[src/rtl/zero_detect_pkg.sv]
// rtl/zero_detect_pkg.sv - shared sizing helpers and sideband types for the zero detector
package zero_detect_pkg;

  // Number of RADIX-ary OR levels needed to cover width bits.
  function automatic int num_levels(input int width, input int radix);
    int     lv;
    longint span;
    lv   = 0;
    span = 1;
    for (int i = 0; i < 64; i++) begin
      if (span < longint'(width)) begin
        span = span * radix;
        lv++;
      end
    end
    return lv;
  endfunction

  function automatic int num_stages(input int levels, input int lps);
    return (levels + lps - 1) / lps;
  endfunction

  function automatic int ipow(input int base, input int exp);
    int r;
    r = 1;
    for (int i = 0; i < exp; i++) r = r * base;
    return r;
  endfunction

  typedef struct packed {
    logic valid;
    logic neg;
    logic set_flags;
  } sb_ctrl_t;

endpackage

[src/rtl/or_reduce_level.sv]
// rtl/or_reduce_level.sv - one level of the OR tree: RADIX-way OR of adjacent bit groups
module or_reduce_level #(
  parameter int IN_W  = 8,
  parameter int RADIX = 4,
  localparam int OUT_W = (IN_W + RADIX - 1) / RADIX
) (
  input  logic [IN_W-1:0]  din,
  output logic [OUT_W-1:0] dout
);

  localparam int PAD_W = OUT_W * RADIX;

  logic [PAD_W-1:0] din_pad;

  // Zero padding is neutral for OR, so a ragged top group is safe.
  if (PAD_W > IN_W) begin : g_pad
    assign din_pad = {{(PAD_W - IN_W){1'b0}}, din};
  end else begin : g_nopad
    assign din_pad = din;
  end

  for (genvar i = 0; i < OUT_W; i++) begin : g_node
    assign dout[i] = |din_pad[i*RADIX +: RADIX];
  end

endmodule

[src/rtl/pipelined_zero_detect.sv]
// rtl/pipelined_zero_detect.sv - pipelined OR-tree zero detector with sideband and Z/N flags
module pipelined_zero_detect
  import zero_detect_pkg::*;
#(
  parameter int WIDTH            = 64,
  parameter int RADIX            = 4,
  parameter int LEVELS_PER_STAGE = 1,
  parameter int TAG_W            = 5
) (
  input  logic             clk,
  input  logic             reset_n,
  input  logic             in_valid,
  input  logic [WIDTH-1:0] in_data,
  input  logic             in_set_flags,
  input  logic [TAG_W-1:0] in_tag,
  input  logic             stall,
  input  logic             flush,
  output logic             out_valid,
  output logic             out_zero,
  output logic             out_neg,
  output logic [TAG_W-1:0] out_tag,
  output logic             flag_z,
  output logic             flag_n
);

  localparam int LEVELS = num_levels(WIDTH, RADIX);
  localparam int STAGES = num_stages(LEVELS, LEVELS_PER_STAGE);
  localparam int PAD_W  = ipow(RADIX, LEVELS);

  typedef struct packed {
    sb_ctrl_t         ctrl;
    logic [TAG_W-1:0] tag;
  } stage_sb_t;

  stage_sb_t        sb_q [STAGES];
  logic [PAD_W-1:0] in_pad;
  logic             adv;
  logic             retire;

  assign adv = !stall && !flush;

  if (PAD_W > WIDTH) begin : g_pad
    assign in_pad = {{(PAD_W - WIDTH){1'b0}}, in_data};
  end else begin : g_nopad
    assign in_pad = in_data;
  end

  // lvl_q is each level's output as seen by the next level: registered at
  // stage boundaries, a plain wire otherwise. The last level stores the NOR.
  for (genvar l = 0; l < LEVELS; l++) begin : g_lvl
    localparam int IW   = PAD_W / ipow(RADIX, l);
    localparam int OW   = IW / RADIX;
    localparam bit LAST = (l == LEVELS - 1);
    localparam bit REG  = LAST || ((l % LEVELS_PER_STAGE) == LEVELS_PER_STAGE - 1);

    logic [IW-1:0] lvl_in;
    logic [OW-1:0] lvl_or;
    logic [OW-1:0] lvl_q;

    if (l == 0) begin : g_src_in
      assign lvl_in = in_pad;
    end else begin : g_src_prev
      assign lvl_in = g_lvl[l-1].lvl_q;
    end

    or_reduce_level #(
      .IN_W  (IW),
      .RADIX (RADIX)
    ) u_or (
      .din  (lvl_in),
      .dout (lvl_or)
    );

    if (LAST) begin : g_last
      always_ff @(posedge clk) begin
        if (!reset_n)  lvl_q <= '0;
        else if (adv)  lvl_q <= ~lvl_or;
      end
    end else if (REG) begin : g_reg
      always_ff @(posedge clk) begin
        if (!reset_n)  lvl_q <= '0;
        else if (adv)  lvl_q <= lvl_or;
      end
    end else begin : g_comb
      assign lvl_q = lvl_or;
    end
  end

  // Flush only kills valids; payload fields of dead entries are don't-care.
  always_ff @(posedge clk) begin
    if (!reset_n) begin
      for (int s = 0; s < STAGES; s++) sb_q[s] <= '0;
    end else if (flush) begin
      for (int s = 0; s < STAGES; s++) sb_q[s].ctrl.valid <= 1'b0;
    end else if (!stall) begin
      sb_q[0].ctrl.valid     <= in_valid;
      sb_q[0].ctrl.neg       <= in_data[WIDTH-1];
      sb_q[0].ctrl.set_flags <= in_set_flags;
      sb_q[0].tag            <= in_tag;
      for (int s = 1; s < STAGES; s++) sb_q[s] <= sb_q[s-1];
    end
  end

  assign out_valid = sb_q[STAGES-1].ctrl.valid;
  assign out_neg   = sb_q[STAGES-1].ctrl.neg;
  assign out_tag   = sb_q[STAGES-1].tag;
  assign out_zero  = g_lvl[LEVELS-1].lvl_q[0];

  assign retire = out_valid && sb_q[STAGES-1].ctrl.set_flags && adv;

  always_ff @(posedge clk) begin
    if (!reset_n) begin
      flag_z <= 1'b0;
      flag_n <= 1'b0;
    end else if (retire) begin
      flag_z <= out_zero;
      flag_n <= out_neg;
    end
  end

endmodule

[config.mk]
export PLATFORM = sky130hd
export DESIGN_NAME = pipelined_zero_detect
export DESIGN_NICKNAME = d
export VERILOG_FILES = /design/src/rtl/zero_detect_pkg.sv /design/src/rtl/or_reduce_level.sv /design/src/rtl/pipelined_zero_detect.sv
export SDC_FILE = /design/constraint.sdc
export NUM_CORES = 1
export LEC_CHECK = 0
export CAP_MARGIN = 20
export CORE_MARGIN = 2
export CORE_UTILIZATION = 42
export CTS_CLUSTER_DIAMETER = 80
export DETAILED_ROUTE_END_ITERATION = 7
export GPL_TIMING_DRIVEN = 1
export PLACE_DENSITY_LB_ADDON = 0.1
export SKIP_CTS_REPAIR_TIMING = 1
export SYNTH_ARGS = -nofsm -noshare
export SYNTH_HDL_FRONTEND = slang
export SYNTH_SLANG_ARGS = --single-unit
[constraint.sdc]
create_clock -name clk -period 2.2 [get_ports clk]
set_input_delay 0.44 -clock clk [delete_from_list [all_inputs] [get_ports clk]]
set_output_delay 0.44 -clock clk [all_outputs]
set_load 0.03 [all_outputs]
==> qor.txt <==
====================================================================================
Outcome                                                                 finished, final reports clean
Post-Syn Area                                                               1940 um2
Final non-filler cell total                                                      272
Static leakage                                                               1.02 nW
Number of synthesized flops with an enable pin                                    24
Leading register cell type out of synthesis                             sky130_fd_sc_hd__edfxtp_1
Synth warn                                                                         0
R2R Setup Slk                                                                1260 ps
Final setup violation count                                                        0
Initial antenna violation count                                                    0
Layout net count                                                                 294
# clock sinks                                                                     47
Total negative slack                                                            0 ps
Final HPWL DP                                                                2.73 mm
Cell types occupying the most area after synthesis                      sky130_fd_sc_hd__edfxtp_1 37%, sky130_fd_sc_hd__dfxtp_1 24%, sky130_fd_sc_hd__o2bb2ai_2 15%, sky130_fd_sc_hd__and2_1 7.7%, sky130_fd_sc_hd__nor4_1 6.8%
# Max-Cap Violations                                                               0
Buffer type at the clock tree root                                      sky130_fd_sc_hd__clkbuf_8
Syn_nets                                                                         211
Final hold viol count                                                              0
Vias in the first global route                                                  1408
Dominant cell type by area after synthesis                              sky130_fd_sc_hd__edfxtp_1
Flops & latches, synth                                                            47
Share of the synthesized area in the top cell type                             0.371
Effective utilization at floorplan                                             0.440
Overall die height                                                           72.0 um
Worst-path clk slew                                                            80 ps
Row count                                                                         24
Instance area at placement                                                  2790 um2
Number of antenna diodes                                                           0
Worst setup path class                                                    reg -> out
Layout Skew                                                                  4.02 ps
Growth of design area from synthesis to finish                                 47.9%
Pin count of the biggest net entering global routing                              26
Port Buffer Count                                                                 84
Required time of the worst setup path                                        1760 ps
Post-synth top cells                                                    24 x sky130_fd_sc_hd__and2_1, 24 x sky130_fd_sc_hd__edfxtp_1, 23 x sky130_fd_sc_hd__dfxtp_1
Share of flip-flops with an asynchronous set or reset after synthesis              0
Final critical delay including setup and external delays                     1790 ps
Per-instance average area after synthesis                                   14.3 um2
IO Pins                                                                           85
Area of the die                                                             5180 um2
First-pass GRT wire length                                                   5.95 mm
Overall Global Routing Usage                                                   0.152
Initial DRC count                                                                 94
Filler Cell Count                                                                337
Count of pins over their slew limit                                                0
Element type at the critical path start                                    flip-flop
Critical-path cell list                                                 clkdlybuf4s50_1
Capturing element type of the critical path                              output port
Worst-case headroom to the max-slew limit                                      0.730
Placed insts                                                                     264
Slowest stage cell on the critical path                                 sky130_fd_sc_hd__clkdlybuf4s50_1
Pwr Total                                                                    1.75 mW
Slew at the pin closest to its max-slew limit                                 405 ps
Largest fanout on the critical path                                                2
Placer Congestion                                                              0.692
Arrival time at the worst endpoint                                           1350 ps
Path class of the lowest-slack min-delay path                             reg -> reg
WL final                                                                     3.66 mm
Congestion Overflow GR                                                             0
TritonCTS clock tree                                                           built
Chip Width                                                                   72.0 um
Htree depth                                                                        2
Initial DRT Pass Iterations                                                        4
Slowest stage delay, CP                                                       680 ps
Clk_lat worst skew                                                            290 ps
Longest Clk Path Bufs                                                              2
Setup repair after global routing missed its margin                               no
Sequential share of the synthesized area                                       0.609
Detail-routed net length per standard cell                                   13.5 um
Peak clock frequency supported by timing                                     557 MHz
Post-detailed-route DRC marker count                                               0
Cell type group with the largest total delay on the critical path       buffers and inverters
Via count                                                                       1377
Netlist cell types                                                                18
CTS Buf Count                                                                      5
Gate count after technology mapping                                              136
Floorplan Core Area                                                         4410 um2
Number of buffer and inverter stages on the critical path                          1
Share of cells above drive strength 1                                          0.145
PD cells                                                                  611 nW/um2
Ratio of final minimum period to clock period                                  0.816
Post-route antenna net violation count                                             0
Via count normalized by instance count                                          5.06
Worst ir drop on vdd                                                        0.341 mV
Final Instance Area                                                         2870 um2
====================================================================================
[registers in the layout, summed over array words and instances, names as in the netlist]
register,cells
flag_n,1
flag_z,1
g_lvl.lvl_q,20
out_zero,1
sb_q,24
[worst paths after layout]
check / from / to / cells after the start
worst max register to register: sb_q[0][23] / flag_z / 2
worst min register to register: flag_n / flag_n / 2
worst min-delay path: flag_n / flag_n / 2
worst max-delay path: sb_q[0][23] / out_valid / 1
[per-layer routing]
metal | track usage | part of all wire
met1 | 0.169 | 0.41
met2 | 0.263 | 0.50
met3 | 0.0542 | 0.082
met4 | 0.0650 | 0.015
met5 | 0 | 0
[final cells by class]
type | count | area, um2 | area share
Clock buffer | 7 | 76.3 | 0.0266
Clock inverter | 1 | 5.00 | 0.00174
Inverter | 1 | 3.75 | 0.00131
Multi-Input combinational cell | 77 | 676 | 0.235
Sequential cell | 47 | 1180 | 0.412
Tap cell | 52 | 65.1 | 0.0227
Timing Repair Buffer | 87 | 863 | 0.301
[through the flow]
stage | util | hold slack, ps | worst slack [ps]
2_1_floorplan | - | 447 | 512
3_3_place_gp | 0.632 | 443 | 365
3_5_place_dp | 0.632 | 458 | 308
4_1_cts | 0.650 | 476 | 387
5_1_grt | 0.650 | 485 | 360
6_report | 0.650 | 469 | 405
[cells in the final DEF (no fill, tap or decap)]
cell                              instances
sky130_fd_sc_hd__clkinvlp_2               1
sky130_fd_sc_hd__a22o_1                   1
sky130_fd_sc_hd__clkbuf_8                 5
sky130_fd_sc_hd__o21a_1                   1
sky130_fd_sc_hd__clkbuf_1                 2
sky130_fd_sc_hd__nor3b_2                  1
sky130_fd_sc_hd__or3b_4                   1
sky130_fd_sc_hd__nand2b_1                 1
sky130_fd_sc_hd__nor4_1                  21
sky130_fd_sc_hd__o2bb2ai_2               20
sky130_fd_sc_hd__and4bb_2                 1
sky130_fd_sc_hd__inv_1                    1
sky130_fd_sc_hd__edfxtp_1                24
sky130_fd_sc_hd__buf_4                    3
sky130_fd_sc_hd__nand2_1                  4
sky130_fd_sc_hd__clkdlybuf4s50_1         84
sky130_fd_sc_hd__and2_1                  24
sky130_fd_sc_hd__dfxtp_1                 23
sky130_fd_sc_hd__mux2i_1                  2
[cells by family after synthesis]
logic type      Yosys count  share of synthesized area
flops                    47                      0.609
buf+inv                  12                     0.0432
compound gates           22                      0.163
simple gates             53                      0.175
mux                       2                     0.0103
[power breakdown]
part,switching [mW],total (mW),internal [mW]
combinational,0.0944,0.270,0.176
sequential,0.0285,1.01,0.978
clock,0.254,0.476,0.222
(Power assumes the default switching activity.)
